## src/rtl/digit_scan_ctrl.sv

```systemverilog
`default_nettype none
// ============================================================================
//  Module   : digit_scan_ctrl
//  Purpose  : Multiplexed BCD display scan driver with per-slot blanking.
//  Revision : 1.0 - initial release
// ============================================================================
module digit_scan_ctrl #(
    parameter int PRESCALE       = 50000,
    parameter int BLANK_CYCLES   = 100,
    parameter int NUM_DIGITS     = 8,
    parameter int DIG_ACTIVE_LOW = 1
) (
    input  logic       clk,
    input  logic       rst,
    input  logic       en,
    input  logic [3:0] digit_val,
    input  logic [7:0] blank_mask,
    input  logic [7:0] dp_mask,
    output logic [2:0] sel,
    output logic [7:0] dig_en,
    output logic [3:0] bcd_out,
    output logic       dp,
    output logic       frame_tick,
    output logic       bcd_err
);

    localparam int CW = (PRESCALE > 1) ? $clog2(PRESCALE) : 1;

    localparam logic [CW-1:0] c_cnt_last  = CW'(PRESCALE - 1);
    localparam logic [CW-1:0] c_cnt_cap   = CW'(BLANK_CYCLES - 1);
    localparam logic [CW-1:0] c_cnt_one   = CW'(1);
    localparam logic [2:0]    c_sel_last  = 3'(NUM_DIGITS - 1);
    localparam logic [7:0]    c_dig_off   = (DIG_ACTIVE_LOW != 0) ? 8'hFF : 8'h00;
    localparam logic [7:0]    c_dig_valid = 8'((16'd1 << NUM_DIGITS) - 16'd1);

    typedef enum logic [1:0] {
        ST_IDLE  = 2'd0,
        ST_BLANK = 2'd1,
        ST_SHOW  = 2'd2
    } state_t;

    state_t          r_state;
    logic [CW-1:0]   r_cnt;
    logic [2:0]      r_sel;
    logic [7:0]      r_dig_en;
    logic [3:0]      r_bcd;
    logic            r_dp;
    logic            r_frame_tick;
    logic            r_bcd_err;

    logic            w_slot_end;
    logic [2:0]      w_sel_next;
    logic [7:0]      w_onehot;
    logic            w_cap_bad;
    logic            w_bcd_bad;

    assign w_slot_end = (r_state != ST_IDLE) && (r_cnt == c_cnt_last);
    assign w_sel_next = (r_sel == c_sel_last) ? 3'd0 : r_sel + 3'd1;
    assign w_onehot   = (8'd1 << r_sel) & c_dig_valid;
    assign w_cap_bad  = (digit_val > 4'd9);
    assign w_bcd_bad  = (r_bcd > 4'd9);

    always_ff @(posedge clk) begin
        if (rst) begin
            r_state      <= ST_IDLE;
            r_cnt        <= '0;
            r_sel        <= 3'd0;
            r_dig_en     <= c_dig_off;
            r_bcd        <= 4'd0;
            r_dp         <= 1'b0;
            r_frame_tick <= 1'b0;
            r_bcd_err    <= 1'b0;
        end else if (!en) begin
            // bcd_out deliberately holds so the last shown value survives a pause
            r_state      <= ST_IDLE;
            r_cnt        <= '0;
            r_sel        <= 3'd0;
            r_dig_en     <= c_dig_off;
            r_dp         <= 1'b0;
            r_frame_tick <= 1'b0;
        end else begin
            r_frame_tick <= 1'b0;
            case (r_state)
                ST_IDLE: begin
                    r_state      <= ST_BLANK;
                    r_cnt        <= '0;
                    r_sel        <= 3'd0;
                    r_dig_en     <= c_dig_off;
                    r_frame_tick <= 1'b1;
                end
                default: begin
                    if (w_slot_end) begin
                        // sel and the dark enables move on the same edge: no ghosting
                        r_state      <= ST_BLANK;
                        r_cnt        <= '0;
                        r_sel        <= w_sel_next;
                        r_dig_en     <= c_dig_off;
                        r_dp         <= 1'b0;
                        r_frame_tick <= (w_sel_next == 3'd0);
                    end else begin
                        r_cnt <= r_cnt + c_cnt_one;
                        if (r_state == ST_BLANK) begin
                            if (r_cnt == c_cnt_cap) begin
                                r_state   <= ST_SHOW;
                                r_bcd     <= digit_val;
                                r_dp      <= dp_mask[r_sel];
                                r_bcd_err <= r_bcd_err | w_cap_bad;
                                r_dig_en  <= (blank_mask[r_sel] || w_cap_bad) ?
                                             c_dig_off : (c_dig_off ^ w_onehot);
                            end
                        end else begin
                            r_state  <= ST_SHOW;
                            r_dig_en <= (blank_mask[r_sel] || w_bcd_bad) ?
                                        c_dig_off : (c_dig_off ^ w_onehot);
                        end
                    end
                end
            endcase
        end
    end

    assign sel        = r_sel;
    assign dig_en     = r_dig_en;
    assign bcd_out    = r_bcd;
    assign dp         = r_dp;
    assign frame_tick = r_frame_tick;
    assign bcd_err    = r_bcd_err;

endmodule
`default_nettype wire
```

## config.mk

```make
export PLATFORM = sky130hd
export DESIGN_NAME = digit_scan_ctrl
export DESIGN_NICKNAME = d
export VERILOG_FILES = /design/src/rtl/digit_scan_ctrl.sv
export SDC_FILE = /design/constraint.sdc
export NUM_CORES = 1
export LEC_CHECK = 0
export ABC_AREA = 1
export CAP_MARGIN = 5
export CORE_ASPECT_RATIO = 0.9
export CORE_UTILIZATION = 35
export CTS_CLUSTER_SIZE = 16
export DETAILED_ROUTE_END_ITERATION = 16
export PLACE_DENSITY_LB_ADDON = 0.25
export SYNTH_ARGS = -nofsm -noshare
export SYNTH_HDL_FRONTEND = slang
export SYNTH_SLANG_ARGS = --single-unit
```

## constraint.sdc

```tcl
create_clock -name clk -period 4.4 [get_ports clk]
set_input_delay 0.88 -clock clk [delete_from_list [all_inputs] [get_ports clk]]
set_output_delay 0.88 -clock clk [all_outputs]
set_load 0.05 [all_outputs]
```

==> results.yml <==
timing:
  maxSlewViolCount: 0
  worst_pin_slew_ns: 0.504
  final.setup.tns_ns: 0
  fin_ws_ns: 1.74
  rsz0062_at_grt: "no"
  finClkSkew_ns: 0.00696
  slew-limit-headroom_pct: 66.3
  setup_violations: 0
  max_freq_mhz: 375
  min_period_ns: 2.66
  fin_crit_sh_pct: 60.5
  hold_viol: 0
die:
  fp.dieH_um: 76.1
  die_x_um: 84.3
  initial_core_util_pct: 36.9
  ios: 41
  core_area_um2: 5790
  rows: 26
  die_area_um2: 6420
power:
  power_mw: 0.659
  p_per_area_nw_per_um2: 245
  leakage_nw: 1.08
  max-vdd-ir-drop_v: 0.000153
yosys:
  seq_area_frac_synth_pct: 33.7
  syn_area_um2: 2140
  yosys_warnings: 0
  synth_top_cells_by_area: "dfxtp_1 34%, nand2_1 14%, nand3_1 5.6%, inv_1 5.3%, nor2_1 4.6%"
  yosys.area_share.adder_pct: 4.10
  synth_cell_types: 31
  yosysMostFrequentCell: "nand2_1"
  syn_nets: 332
  synth_edf_count: 0
  synthArstFlopShare_pct: 0
  synth-xor-area-share_pct: 0.820
  synth_top_family_by_area: "simple AND/OR/NAND/NOR gates"
  synth_cells: 302
  ys_top_cells_by_count: "81 x nand2_1, 36 x dfxtp_1, 30 x inv_1, 26 x nor2_1, 24 x nand3_1"
  synth_top_cell_by_area: "dfxtp_1"
  netlist.area_leader.share_pct: 33.7
  ys.flop_type: "dfxtp_1"
  synthMuxAreaShare_pct: 0
  synth.avg_cell_area_um2: 7.07
  ys_seq_elements: 36
  yosys.area_share.simple_pct: 45.2
  synth_compound_area_share_pct: 7.56
worst_setup_path:
  crit_chain: "clkdlybuf4s50_1"
  crit_buf_inv: 1
  slowest_stage: "clkdlybuf4s50_1"
  slowest_delay_ns: 0.89
  worstPathArrival_ns: 1.78
  cp_max_fo: 14
  worstPathRequired_ns: 3.52
  worstSetupStartpointType: "flop"
  crit_family: "buffers and inverters"
  endpoint_kind: "output port"
  worstSetupPathType: "reg2out"
final_layout:
  multi_input_area_um2: 1230
  seq_area_um2: 721
  fin_util_pct: 46.5
  fillerInstances: 596
  syn2layout_area_growth_pct: 26.1
  diodes: 0
  drive_gt1_share_pct: 14.5
  final_nets: 376
detailed_routing:
  wl_per_cell_um: 11.8
  drc: 3
  via_per_inst: 4.80
  wirelength_um: 4920
  drt-pass1-iter-count: 11
  drtIter0Drc: 142
  antenna_left: 0
  route.vias.total: 1997
place:
  place_congestion: 0.822
  dpl_worst_slack_ns: 1.97
  dpl.hpwl_um: 3700
  port_buffers: 40
global_routing:
  overflow: 0
  grt_pass1_vias: 1870
  track_usage_pct: 16.4
  grt_pass1_wl_um: 8580
  grt_max_degree: 24
  antenna_found_initial: 0
clock_network:
  cts_buffers: 5
  postCtsSetupRepairBufs: 0
  cts_resized: 0
  postCtsHoldBufs: 0
  clockBufferDepth: 2
  path_clk_slew_ns: 0.07
  cts_tree: "yes"
  cts-root-buf: "clkbuf_8"
  cts.sinks: 36
  htree_num_levels: 2
  clk_latency_ns: 0.28
job:
  cap_violations: 0
outcome:
  failed_checks: "design-rule violations"
  status: "finished, violations left"
worst_hold_path:
  hold_class: "reg2reg"
final timing paths:
kind,to,start,cells after the start,slack (ns)
max,sel[0],sel[0]$_SDFFE_PP0P_,1,1.74
min,bcd_err$_SDFFE_PP0P_,bcd_err$_SDFFE_PP0P_,2,0.46
max reg2reg,dig_en[5]$_SDFFE_PP1P_,sel[0]$_SDFFE_PP0P_,9,2.75
min reg2reg,bcd_err$_SDFFE_PP0P_,bcd_err$_SDFFE_PP0P_,2,0.46
tightest hold or removal path, delay by kind of cell, from the launching register on:
kind	cells	cell delay [ns]
AOI/OAI and AO/OA	1	0.05
buffers and inverters	1	0.05
DFF	1	0.31
state kept, by name, indices dropped and copies added, names as in the netlist:
| register | count |
|---|---|
| r_state | 2 |
| r_cnt | 16 |
| dig_en | 8 |
| bcd_out | 4 |
| bcd_err | 1 |
| sel | 3 |
| frame_tick | 1 |
| dp | 1 |
logic make-up (layout without fill, tap and decap cells):
logic type	after synthesis	count (layout)
adder cells (fa/ha/maj)	7	7
flip-flops	36	36
XOR/XNOR	2	2
AO/OA/AOI/OAI	28	28
AND/OR/NAND/NOR	185	185
buffers and inverters	44	88
where the power goes:
part	switching (mW)	internal (mW)	leakage, nW
Sequential	0.00189	0.329	0.291
Combinational	0.0447	0.0337	0.741
Clock	0.110	0.139	0.0503
area by class of cell:
class	instances	share of cell area (%)
multi-input cells	222	45.7
well taps	70	3.25
repair buffers	40	14.9
flip-flops and latches	36	26.8
inverters	41	5.81
clock buffers	7	3.58
per-stage QoR:
| step | cells | cell area, µm² | hold WS, ns |
|---|---|---|---|
| floorplan | 302 | 2140 | 0.430 |
| global placement | 409 | 2600 | 0.441 |
| global route | 416 | 2690 | 0.484 |
| detailed placement | 409 | 2600 | 0.455 |
| CTS | 416 | 2690 | 0.464 |
| finish | 416 | 2690 | 0.456 |
cell usage in the layout (no fill, tap or decap), drive strengths merged, types with 7 or more instances in the layout:
cell type / n
nand2: 88
inv: 41
nor2: 39
nor3: 12
dfxtp: 36
clkbuf: 7
clkdlybuf4s50: 40
a21oi: 20
o21ai: 7
ha: 7
nand4: 11
nand3: 26
layer usage:
layer | vias up | GRT usage [%] | wire length (µm)
li1 | 1058 | - | -
met1 | 889 | 23.0 | 2590
met2 | 48 | 25.3 | 2100
met3 | 2 | 3.79 | 213
met4 | 0 | 4.07 | 17
met5 | - | 0 | 0
No activity file was read; power rests on OpenSTA's default activity.
